<file path="config.mk">
export PLATFORM = sky130hd
export DESIGN_NAME = m0_axi_wr_packetizer
export DESIGN_NICKNAME = d
export VERILOG_FILES = /design/src/rtl/noc_pkg.sv /design/src/rtl/noc_bresp_reg.sv /design/src/rtl/m0_axi_wr_packetizer.sv
export SDC_FILE = /design/constraint.sdc
export NUM_CORES = 1
export LEC_CHECK = 0
export ABC_AREA = 1
export CORE_ASPECT_RATIO = 0.75
export CORE_MARGIN = 3
export CORE_UTILIZATION = 30
export DETAILED_ROUTE_END_ITERATION = 8
export HOLD_SLACK_MARGIN = 0.06
export PLACE_DENSITY = 0.66
export SLEW_MARGIN = 20
export SYNTH_ARGS = -nofsm -noshare
export SYNTH_HDL_FRONTEND = slang
export SYNTH_HIERARCHICAL = 1
export SYNTH_SLANG_ARGS = --single-unit
</file>
<file path="constraint.sdc">
create_clock -name ACLK -period 1.8 [get_ports ACLK]
set_input_delay 0.36 -clock ACLK [delete_from_list [all_inputs] [get_ports ACLK]]
set_output_delay 0.36 -clock ACLK [all_outputs]
set_load 0.02 [all_outputs]
</file>
<file path="src/rtl/noc_pkg.sv">
// Shared types for the master-0 AXI write packetizer: flit layout and FSM states.
package noc_pkg;

  localparam int unsigned FLIT_W = 38;
  localparam int unsigned ID_W   = 4;
  localparam int unsigned RESP_W = 2;

  // Flit type field, flit_data[37:36]
  typedef enum logic [1:0] {
    FT_HEAD = 2'b00,
    FT_BODY = 2'b01,
    FT_TAIL = 2'b10
  } flit_type_e;

  // Head flit payload, flit_data[35:0]
  typedef struct packed {
    logic [3:0]  dest;
    logic [3:0]  src;
    logic [3:0]  id;
    logic [3:0]  len;
    logic [2:0]  size;
    logic [1:0]  burst;
    logic [14:0] rsvd;
  } head_payload_t;

  // Data flit payload, flit_data[35:0]
  typedef struct packed {
    logic [3:0]  strb;
    logic [31:0] data;
  } data_payload_t;

  // Packetizer sequencing
  typedef enum logic [1:0] {
    ST_IDLE = 2'b00,
    ST_HEAD = 2'b01,
    ST_ADDR = 2'b10,
    ST_DATA = 2'b11
  } state_e;

endpackage

</file>
<file path="src/rtl/noc_bresp_reg.sv">
// One-entry B response register between the NoC response channel and AXI B.
module noc_bresp_reg
  import noc_pkg::*;
(
  input  logic              clk,
  input  logic              rst_n,
  input  logic              i_en,
  input  logic [ID_W-1:0]   i_rsp_id,
  input  logic [RESP_W-1:0] i_rsp_resp,
  input  logic              i_rsp_valid,
  output logic              o_rsp_ready,
  output logic [ID_W-1:0]   o_bid,
  output logic [RESP_W-1:0] o_bresp,
  output logic              o_bvalid,
  input  logic              i_bready
);

  logic              r_bvalid;
  logic [ID_W-1:0]   r_bid;
  logic [RESP_W-1:0] r_bresp;
  logic              w_rsp_hs;

  // Accept a response when empty or when the held one leaves this cycle
  assign o_rsp_ready = i_en && (!r_bvalid || i_bready);
  assign w_rsp_hs    = i_rsp_valid && o_rsp_ready;

  assign o_bvalid = r_bvalid;
  assign o_bid    = r_bid;
  assign o_bresp  = r_bresp;

  // Load on response handshake, drain on BREADY, hold otherwise
  always_ff @(posedge clk or negedge rst_n) begin
    if (!rst_n) begin
      r_bvalid <= 1'b0;
      r_bid    <= '0;
      r_bresp  <= '0;
    end else if (w_rsp_hs) begin
      r_bvalid <= 1'b1;
      r_bid    <= i_rsp_id;
      r_bresp  <= i_rsp_resp;
    end else if (i_bready) begin
      r_bvalid <= 1'b0;
    end
  end

endmodule

</file>
<file path="src/rtl/m0_axi_wr_packetizer.sv">
// Serialises master-0 AXI4 write bursts into NoC packets (head, address, data
// flits) and returns NoC write responses on the B channel.
module m0_axi_wr_packetizer
  import noc_pkg::*;
#(
  parameter logic [3:0]  SRC_ID    = 4'd0,
  parameter int unsigned MAX_OUTST = 4,
  parameter int unsigned DEST_LSB  = 28
) (
  input  logic              ACLK,
  input  logic              ARESETn,
  input  logic [3:0]        M0_AWID,
  input  logic [31:0]       M0_AWADDR,
  input  logic [3:0]        M0_AWLEN,
  input  logic [2:0]        M0_AWSIZE,
  input  logic [1:0]        M0_AWBURST,
  input  logic              M0_AWVALID,
  output logic              M0_AWREADY,
  input  logic [31:0]       M0_WDATA,
  input  logic [3:0]        M0_WSTRB,
  input  logic              M0_WLAST,
  input  logic              M0_WVALID,
  output logic              M0_WREADY,
  output logic [3:0]        M0_BID,
  output logic [1:0]        M0_BRESP,
  output logic              M0_BVALID,
  input  logic              M0_BREADY,
  output logic [FLIT_W-1:0] flit_data,
  output logic              flit_valid,
  input  logic              flit_ready,
  input  logic [3:0]        rsp_id,
  input  logic [1:0]        rsp_resp,
  input  logic              rsp_valid,
  output logic              rsp_ready,
  output logic              wlast_err,
  output logic [3:0]        outst_cnt
);

  localparam logic [3:0] MAX_CNT = 4'(MAX_OUTST);

  state_e        r_state;
  logic          r_run;
  logic [3:0]    r_id;
  logic [31:0]   r_addr;
  logic [3:0]    r_len;
  logic [2:0]    r_size;
  logic [1:0]    r_burst;
  logic [3:0]    r_beat;
  logic [3:0]    r_cnt;
  logic          r_wlast_err;

  logic          w_aw_hs;
  logic          w_w_hs;
  logic          w_b_hs;
  logic          w_last_beat;
  flit_type_e    w_dtype;
  head_payload_t w_head;
  data_payload_t w_dpay;

  assign w_aw_hs     = M0_AWVALID && M0_AWREADY;
  assign w_w_hs      = M0_WVALID && M0_WREADY;
  assign w_b_hs      = M0_BVALID && M0_BREADY;
  assign w_last_beat = (r_beat == r_len);
  assign w_dtype     = w_last_beat ? FT_TAIL : FT_BODY;
  assign outst_cnt   = r_cnt;
  assign wlast_err   = r_wlast_err;

  // Head and data payloads from latched AW fields and the live W beat
  always_comb begin
    w_head       = '0;
    w_head.dest  = r_addr[DEST_LSB +: 4];
    w_head.src   = SRC_ID;
    w_head.id    = r_id;
    w_head.len   = r_len;
    w_head.size  = r_size;
    w_head.burst = r_burst;
    w_dpay       = '0;
    w_dpay.strb  = M0_WSTRB;
    w_dpay.data  = M0_WDATA;
  end

  // Handshake signals and flit mux; W passes straight through in DATA
  always_comb begin
    M0_AWREADY = 1'b0;
    M0_WREADY  = 1'b0;
    flit_valid = 1'b0;
    flit_data  = '0;
    case (r_state)
      ST_IDLE: M0_AWREADY = r_run && (r_cnt < MAX_CNT);
      ST_HEAD: begin
        flit_valid = 1'b1;
        flit_data  = {FT_HEAD, w_head};
      end
      ST_ADDR: begin
        flit_valid = 1'b1;
        flit_data  = {FT_BODY, 4'h0, r_addr};
      end
      ST_DATA: begin
        flit_valid = M0_WVALID;
        M0_WREADY  = flit_ready;
        flit_data  = {w_dtype, w_dpay};
      end
      default: ;
    endcase
  end

  // Ready qualifier: keeps AWREADY and rsp_ready low while in reset
  always_ff @(posedge ACLK or negedge ARESETn) begin
    if (!ARESETn) r_run <= 1'b0;
    else          r_run <= 1'b1;
  end

  // Packet sequencer and AW field latch
  always_ff @(posedge ACLK or negedge ARESETn) begin
    if (!ARESETn) begin
      r_state <= ST_IDLE;
      r_id    <= '0;
      r_addr  <= '0;
      r_len   <= '0;
      r_size  <= '0;
      r_burst <= '0;
      r_beat  <= '0;
    end else begin
      case (r_state)
        ST_IDLE: begin
          if (w_aw_hs) begin
            r_id    <= M0_AWID;
            r_addr  <= M0_AWADDR;
            r_len   <= M0_AWLEN;
            r_size  <= M0_AWSIZE;
            r_burst <= M0_AWBURST;
            r_beat  <= '0;
            r_state <= ST_HEAD;
          end
        end
        ST_HEAD: if (flit_ready) r_state <= ST_ADDR;
        ST_ADDR: if (flit_ready) r_state <= ST_DATA;
        ST_DATA: begin
          if (w_w_hs) begin
            r_beat <= r_beat + 4'd1;
            if (w_last_beat) r_state <= ST_IDLE;
          end
        end
        default: r_state <= ST_IDLE;
      endcase
    end
  end

  // Outstanding-write counter; a stray B at zero is ignored
  always_ff @(posedge ACLK or negedge ARESETn) begin
    if (!ARESETn) begin
      r_cnt <= '0;
    end else begin
      case ({w_aw_hs, w_b_hs})
        2'b10:   r_cnt <= r_cnt + 4'd1;
        2'b01:   if (r_cnt != 4'd0) r_cnt <= r_cnt - 4'd1;
        2'b11:   if (r_cnt == 4'd0) r_cnt <= 4'd1;
        default: ;
      endcase
    end
  end

  // Sticky protocol error: WLAST misplaced, or B with nothing outstanding
  always_ff @(posedge ACLK or negedge ARESETn) begin
    if (!ARESETn) begin
      r_wlast_err <= 1'b0;
    end else begin
      if (w_w_hs && (M0_WLAST != w_last_beat)) r_wlast_err <= 1'b1;
      if (w_b_hs && (r_cnt == 4'd0))           r_wlast_err <= 1'b1;
    end
  end

  // B channel register
  noc_bresp_reg u_bresp (
    .clk         (ACLK),
    .rst_n       (ARESETn),
    .i_en        (r_run),
    .i_rsp_id    (rsp_id),
    .i_rsp_resp  (rsp_resp),
    .i_rsp_valid (rsp_valid),
    .o_rsp_ready (rsp_ready),
    .o_bid       (M0_BID),
    .o_bresp     (M0_BRESP),
    .o_bvalid    (M0_BVALID),
    .i_bready    (M0_BREADY)
  );

endmodule

</file>
; Word level (Yosys, flattened, before mapping)
; Index checks and enable logic that the tools add are counted.
; W data, S select, Z words.
[word_totals]
ff_bits = 64
input_bits = 95
output_inout_bits = 54
elab_cells = 75
[op_classes]
add_sub_neg = 3
order_cmp = 1
n_eq_ne = 15
mux = 21
reduce_logical = 22
[op_table]
columns = cell, count
row1 = $pmux W38 S3, 1
row2 = $mux W4, 4
row3 = $ne A2 B2 Y1 const B, 7
row4 = $mux W2, 6
row5 = $pmux W4 S3, 1
row6 = $add A4 B1 Y4 const B, 2
row7 = $eq A2 B2 Y1 const B, 4
row8 = $logic_and A1 B1 Y1, 8
row9 = $pmux W2 S4, 1
row10 = $pmux W4 S2, 1
row11 = $mux W1, 6
row12 = $reduce_and A3 Y1, 2
row13 = $reduce_bool A2 Y1, 3
row14 = $reduce_and A5 Y1, 1
row15 = $eq A2 B1 Y1 const B, 2
row16 = $eq A4 B4 Y1, 1
row17 = $logic_not A4 Y1, 1
row18 = $lt A4 B3 Y1 const B, 1
row19 = $reduce_bool A4 Y1, 1
row20 = $sub A4 B1 Y4 const B, 1
row21 = $reduce_bool A3 Y1, 1
row22 = $logic_not A2 Y1, 1
row23 = $pmux W1 S2, 1
row24 = $reduce_and A2 Y1, 1
row25 = other kinds (4), 4

; Depth between registers and ports, before layout
; Gate-level depths: netlist (run 1).
[depth]
depth_word = 7
depth_mapped = 15
depth_no_buf = 15

; Modules after synthesis
; Netlist (run 1), hierarchy kept.
[by_module_without_submodules]
columns = module, n_inst, cells_each, area_each_um2, seq_area_each_um2
row1 = m0_axi_wr_packetizer, 1, 463, 3213.1, 1426.4
row2 = noc_bresp_reg, 1, 31, 301.5, 175.2

; Worst setup path after synthesis (run 1)
; OpenSTA, ideal clock, no wires.
[synth_timing]
kind = register to output
start = reg r_state[1]
end = out flit_data[32]
t_arrival_ns = 1.608
t_required_ns = 1.440
setup_slack_ns = -0.168
path_stages_with_launch = 6
path_buffers = 1
cell_sequence = dfrtp_1 > inv_1 > ha_1 > clkbuf_1 > nand2_1 > o21ai_0
[synth_via]
elab_chain_cells = 2
word_cells_on_any_way = 4
cone_classes = eq/ne: 3 / mux: 1
[synth_rtl]
columns = element, line
row1 = start: declaration, m0_axi_wr_packetizer.sv:41  ; state_e r_state;
row2 = start signal: assignment, m0_axi_wr_packetizer.sv:116  ; r_state <= ST_IDLE;
row3 = start signal: assignment, m0_axi_wr_packetizer.sv:133  ; r_state <= ST_HEAD;
row4 = start signal: assignment, m0_axi_wr_packetizer.sv:136  ; ST_HEAD: if (flit_ready) r_state <= ST_ADDR;
row5 = $eq A2 B2 Y1 or $eq A2 B1 Y1 (tied branches), m0_axi_wr_packetizer.sv:88  ; case (r_state)
row6 = $pmux W38 S3 (*), m0_axi_wr_packetizer.sv:88
row7 = end: declaration, m0_axi_wr_packetizer.sv:28  ; output logic [FLIT_W-1:0] flit_data,
; Mark *: on every way between the ends. The rest lies on a longest branch, timed or not.

; Worst setup path in the final report (run 1)
[layout_timing]
start = reg r_state[0]
end = out flit_data[2]
; Same word-level chain as after synthesis.

==> out/metrics.cfg, run 1 <==
[worst_setup_path]
worst_setup_path_start_kind=register
critPathMaxFanout=6
critPathArrivalTime_ns=1.68
reg2regPathDepth=16
path_class=reg -> out
cp-end-kind=output pin
required_ns=1.44

[synth]
dominantRegCellSynth=dfrtp_1
synth_compound_area_frac=0.06835
synth_fa_ha_area_frac=0.02492
synth.most_common_cell=nand2_1
synth.avg_cell_area_um2=7.115
synth_cell_type_count=31
netlist_top_cells_area=dfrtp_1, nand2_1, nand3_1, inv_1, o21ai_0
ys_ff_latch=64
yosys.area_share.xor_xnor=0.02706
synth_top_area_share=0.4557
netlist_area_um2=3515
synth_common_cells=nand2_1, dfrtp_1, inv_1
syn-instance-count=494
yosysTopAreaCell=dfrtp_1
synthArstFlopShare=1.000
synth_edf_count=0
ys_seq_area_frac=0.4557
yosys.area_share.simple=0.3492
yosys_warnings=6
synthMuxAreaShare=0
synth_fp_nets=596
synth_top_family_by_area=simple AND/OR/NAND/NOR gates

[die]
core-area_um2=11190
rows=33
start_util=0.3141
fp.dieH_um=99.74
dieArea_um2=13060
io_pins=149
dieWidth_um=131.0

[drt]
drc=0
drt_iter0_drc=186
routed_wl_um=12130
avgViaCountPerCell=4.592
num_vias=3899
avgRoutedWirePerCell_um=14.29
postRouteAntennaNets=0
drt_first_pass_iters=4

[timing]
fin_crit_sh=1.132
setup_violations=44
max_freq_ghz=0.4907
fin_crit_ns=2.038
tightestPinTransition_ns=0.5078
maxSlewHeadroom=0.6614
hold_viol=0
finClkSkew_ns=0.007080
timing.final.ws_setup_ns=-0.2380
finalMaxSlewViolations=0
rsz0062_at_grt=true

[global_routing]
grt_usage=0.1870
overflow=0
grt_max_degree=42
grt_pass1_wl_um=19240
antenna_found_initial=0
grt_pass1_vias=4089

[place]
dp_hpwl_um=8286
placed_cells=818
pre_cts_slack_ns=-0.3863
gp_congestion=0.8747
io_buffers=148

[outcome]
violations=negative setup slack
status=complete, but fails checks

[power]
irDropWorstVdd_mv=0.6731
power_density_nw_per_um2=1605
leakagePower_nw=3.212
total_power_w=0.01027

[clocking]
root_buffer=clkbuf_16
clk_transition_reported_paths_ns=0.06
clk_path_buf_depth=2
clock_sinks=64
htree_levels=3
clkLatencyLatePin_ns=0.34
cts_tree=built
cts_inserted_buffers=9

[finish]
final_layout_size_suffix_gt1_frac=0.3078
nNetsFinal=789
fin_cells=849
fillCellCount=982
antenna_cells=0
syn_to_final_growth_pct=82.06

[hold_path]
holdPathStages=2
hold_class=reg -> reg

[run]
drv_cap=0

## critical path, stage by stage (launching register included)
cell and delay, ns:
dfrtp_2 0.44, inv_4 0.09, ha_4 0.27, clkbuf_16 0.20, nand2_1 0.06, a21oi_2 0.12, buf_4 0.16
## report_power, final
part	switching (W)	total, W	leakage (nW)	internal, W
Sequential	0.000513	0.00259	0.798	0.00208
Clock	0.000672	0.00164	0.131	0.000970
Combinational	0.00318	0.00604	2.28	0.00285
Total	0.00437	0.0103	3.21	0.00590
## repair_timing
item	CTS	global route
gates cloned	3	2
setup buffers	12	1
hold buffers	1	0
gates resized for setup	308	69
pin swaps	21	12
endpoints found under the setup margin	98	96
endpoints found under the hold margin	18	0
## through the flow
stage / hold WS, ns / TNS [ns] / util / area [µm²]
after floorplan: 0.06441 / -0.2747 / - / 3516
after global placement: 0.3548 / -17.34 / 0.4901 / 5484
after detailed placement: 0.3554 / -21.64 / 0.4901 / 5484
after CTS: 0.4815 / -7.717 / 0.5494 / 6147
after global routing: 0.4985 / -12.26 / 0.5718 / 6399
final: 0.4792 / -8.123 / 0.5718 / 6399
## metal layers
layer  GRT usage  vias to the layer above  share of wire  wire length, µm
li1            -                     1924              -                -
met1      0.2320                     1837           0.43             5205
met2      0.3101                      126           0.48             5873
met3     0.07085                       12          0.075              904
met4     0.04032                        0          0.012              145
met5           0                        -              0                0
## area by class of cell
type / instances / area (µm²) / area share
repair buffers: 206 / 2126 / 0.3322
multi-input cells: 368 / 2038 / 0.3185
clock buffers: 10 / 239.0 / 0.03735
inverters: 38 / 150.1 / 0.02346
flip-flops and latches: 64 / 1604 / 0.2507
well taps: 157 / 196.4 / 0.03070
clock inverters: 6 / 45.04 / 0.007039
## registers in the layout (all words and copies together), names as in the netlist
register / cells
r_burst: 2
u_bresp/o_bresp: 2
r_run: 1
r_size: 3
outst_cnt: 4
wlast_err: 1
u_bresp/o_bvalid: 1
r_addr: 32
r_id: 4
u_bresp/o_bid: 4
r_len: 4
r_state: 2
r_beat: 4
## path summary, 6_finish.rpt
kind / slack [ns] / startpoint / endpoint
min in group asynchronous: 0.52 / ARESETn / r_addr[16]
hold / removal: 0.48 / r_addr[27] / r_addr[27]
max in group asynchronous: 0.73 / ARESETn / r_state[1]
hold reg to reg: 0.48 / r_addr[27] / r_addr[27]
setup / recovery: -0.24 / r_state[0] / flit_data[2]
setup reg to reg: -0.20 / r_state[1] / outst_cnt[2]
## cell usage in the layout, fill, tap and decap left out, types with 5 or more instances in the layout
| cell | n |
|---|---|
| nand3_2 | 7 |
| nor2_1 | 6 |
| clkbuf_16 | 11 |
| o21ai_1 | 10 |
| nand3_1 | 23 |
| nand2_2 | 25 |
| buf_12 | 7 |
| buf_6 | 28 |
| o21ai_0 | 6 |
| buf_4 | 52 |
| nand2_4 | 12 |
| nand4_1 | 6 |
| nand2_1 | 220 |
| o21ai_2 | 7 |
| clkdlybuf4s50_1 | 101 |
| a21oi_2 | 14 |
| ha_4 | 5 |
| xor2_1 | 9 |
| inv_1 | 23 |
| dfrtp_1 | 62 |
| inv_2 | 12 |
## cells by family after synthesis
group	Yosys count
fa+ha+maj	7
compound gates	45
other cells	1
flops	64
xor+xnor	10
buf+inv	62
simple gates	305
(Power assumes the default switching activity.)
==> run 2: changes to the inputs <==
--- a/config.mk
+++ b/config.mk
@@ -17,3 +17,4 @@
 export SYNTH_HDL_FRONTEND = slang
 export SYNTH_HIERARCHICAL = 1
 export SYNTH_SLANG_ARGS = --single-unit
+export TNS_END_PERCENT = 50
==> out/metrics.cfg, run 2 (synthesis results as in run 1) <==
[power]
total_power_w=0.01028  ; about the same
power_density_nw_per_um2=1607  ; +0.13%
irDropWorstVdd_mv=0.6726  ; about the same
leakagePower_nw=3.213  ; about the same

[worst_setup_path]
required_ns=1.44  ; about the same
cp-end-kind=output pin
critPathMaxFanout=6  ; unchanged
reg2regPathDepth=16  ; unchanged
worst_setup_path_start_kind=register
ff2ff_setup_slack_ns=-0.20  ; about the same
r2r-start=r_state[1]
critPathArrivalTime_ns=1.68  ; about the same
reg2reg_to=outst_cnt[2]
path_class=reg -> out

[clocking]
cts_inserted_buffers=9  ; unchanged
clock_sinks=64  ; unchanged
cts_tree=built
root_buffer=clkbuf_16
clkLatencyLatePin_ns=0.34  ; about the same
clk_transition_reported_paths_ns=0.06  ; about the same
htree_levels=3  ; unchanged
clk_path_buf_depth=2  ; unchanged

[finish]
nNetsFinal=791  ; +0.25%
antenna_cells=0  ; unchanged
final_cell_mix=nand2_1, clkdlybuf4s50_1, dfrtp_1
final_area_um2=6396  ; about the same
fillCellCount=986  ; +0.41%
regMostFlops=r_addr
fin_util=0.5716  ; about the same
final_layout_size_suffix_gt1_frac=0.3012  ; -0.006651
fin_cells=851  ; +0.24%
largest_reg_flops=32  ; unchanged
syn_to_final_growth_pct=81.99  ; about the same
final_common_cell=nand2_1

[drt]
avgViaCountPerCell=4.644  ; +1.1%
drc=0  ; unchanged
drt_iter0_drc=206  ; +11%
routed_wl_um=12190  ; +0.49%
num_vias=3952  ; +1.4%
avgRoutedWirePerCell_um=14.32  ; +0.26%
postRouteAntennaNets=0  ; unchanged
drt_first_pass_iters=5  ; +1

[timing]
tightestPinTransition_ns=0.5055  ; -0.002377 ns
rsz0062_at_grt=true
hold_viol=0  ; unchanged
fin_crit_sh=1.133  ; about the same
finalMaxSlewViolations=0  ; unchanged
max_freq_ghz=0.4902  ; about the same
tns_ns=-8.261  ; -0.1380 ns
fin_crit_ns=2.040  ; +0.001951 ns
timing.final.ws_setup_ns=-0.2400  ; -0.001951 ns
finClkSkew_ns=0.005858  ; -0.001222 ns
setup_violations=44  ; unchanged
maxSlewHeadroom=0.6630  ; +0.001585

[place]
placed_cells=818  ; unchanged
io_buffers=148  ; unchanged
gp_congestion=0.8747  ; unchanged
dp_hpwl_um=8286  ; unchanged
place_area_um2=5484  ; unchanged

[die]
core-area_um2=11190  ; unchanged
dieArea_um2=13060  ; unchanged
io_pins=149  ; unchanged
fp.dieH_um=99.74  ; unchanged
rows=33  ; unchanged
start_util=0.3141  ; unchanged
dieWidth_um=131.0  ; unchanged

[outcome]
violations=negative setup slack
status=complete, but fails checks

[global_routing]
grt_pass1_wl_um=19260  ; +0.14%
grt_max_degree=42  ; unchanged
grt_usage=0.1872  ; +0.0002030
antenna_found_initial=0  ; unchanged
grt_pass1_vias=4068  ; -0.51%
overflow=0  ; unchanged

[hold_path]
holdPathEnd=r_addr[27]
worstHoldStart=r_addr[27]
hold_class=reg -> reg
holdPathStages=2  ; unchanged

[run]
drv_cap=0  ; unchanged

[run 2: cell type report]
| type | count | area, µm² | share of cell area |
|---|---|---|---|
| Timing Repair Buffer | 208 | 2143 | 0.3351 |
| Multi-Input combinational cell | 368 | 2019 | 0.3157 |
| Sequential cell | 64 | 1604 | 0.2508 |
| Clock buffer | 10 | 239.0 | 0.03736 |
| Tap cell | 157 | 196.4 | 0.03071 |
| Inverter | 38 | 148.9 | 0.02328 |
| Clock inverter | 6 | 45.04 | 0.007042 |
[run 2: worst max-delay path, cell delays in order (launching register included)]
cell and delay [ns]:
dfrtp_2 0.44, inv_4 0.09, ha_4 0.27, clkbuf_16 0.20
nand2_1 0.06, a21oi_2 0.12, buf_4 0.16
[run 2: metal layers]
layer | wire length (µm) | GRT usage
met3 | 975 | 0.07085
met1 | 5218 | 0.2326
met2 | 5821 | 0.3089
met5 | 0 | 0
met4 | 173 | 0.04269
[run 2: what timing repair did]
action | CTS | global route
cloned | 3 | 2
buffers inserted | 11 | 2
setup endpoints to repair | 98 | 95
gates resized for setup | 298 | 69
endpoints found under the hold margin | 18 | 0
hold buffers | 1 | 0
pin swaps | 14 | 12
[run 2: power by group]
| part | internal (W) | leakage [nW] | switching (W) |
|---|---|---|---|
| Sequential | 0.00208 | 0.798 | 0.000511 |
| Combinational | 0.00286 | 2.29 | 0.00319 |
| Clock | 0.000970 | 0.131 | 0.000672 |
| Total | 0.00591 | 3.21 | 0.00437 |
[run 2: worst max-delay path by stage]
stage | startpoint | endpoint | slack, ns | depth (start not counted)
global placement | r_state[0] | flit_data[0] | -0.38 | 6
floorplan | r_state[1] | flit_data[32] | -0.04 | 5
global route | r_state[0] | flit_data[2] | -0.33 | 6
detailed placement | r_state[0] | flit_data[0] | -0.39 | 6
finish | r_state[0] | flit_data[2] | -0.24 | 6
CTS | r_state[0] | flit_data[20] | -0.25 | 8
[run 2: metrics by stage]
| stage | hold WS, ns | setup slack [ns] |
|---|---|---|
| 6_report | 0.4796 | -0.2400 |
| 5_1_grt | 0.4985 | -0.3270 |
| 4_1_cts | 0.4815 | -0.2459 |
| 3_5_place_dp | 0.3554 | -0.3863 |
| 3_3_place_gp | 0.3548 | -0.3848 |
| 2_1_floorplan | 0.06441 | -0.03998 |
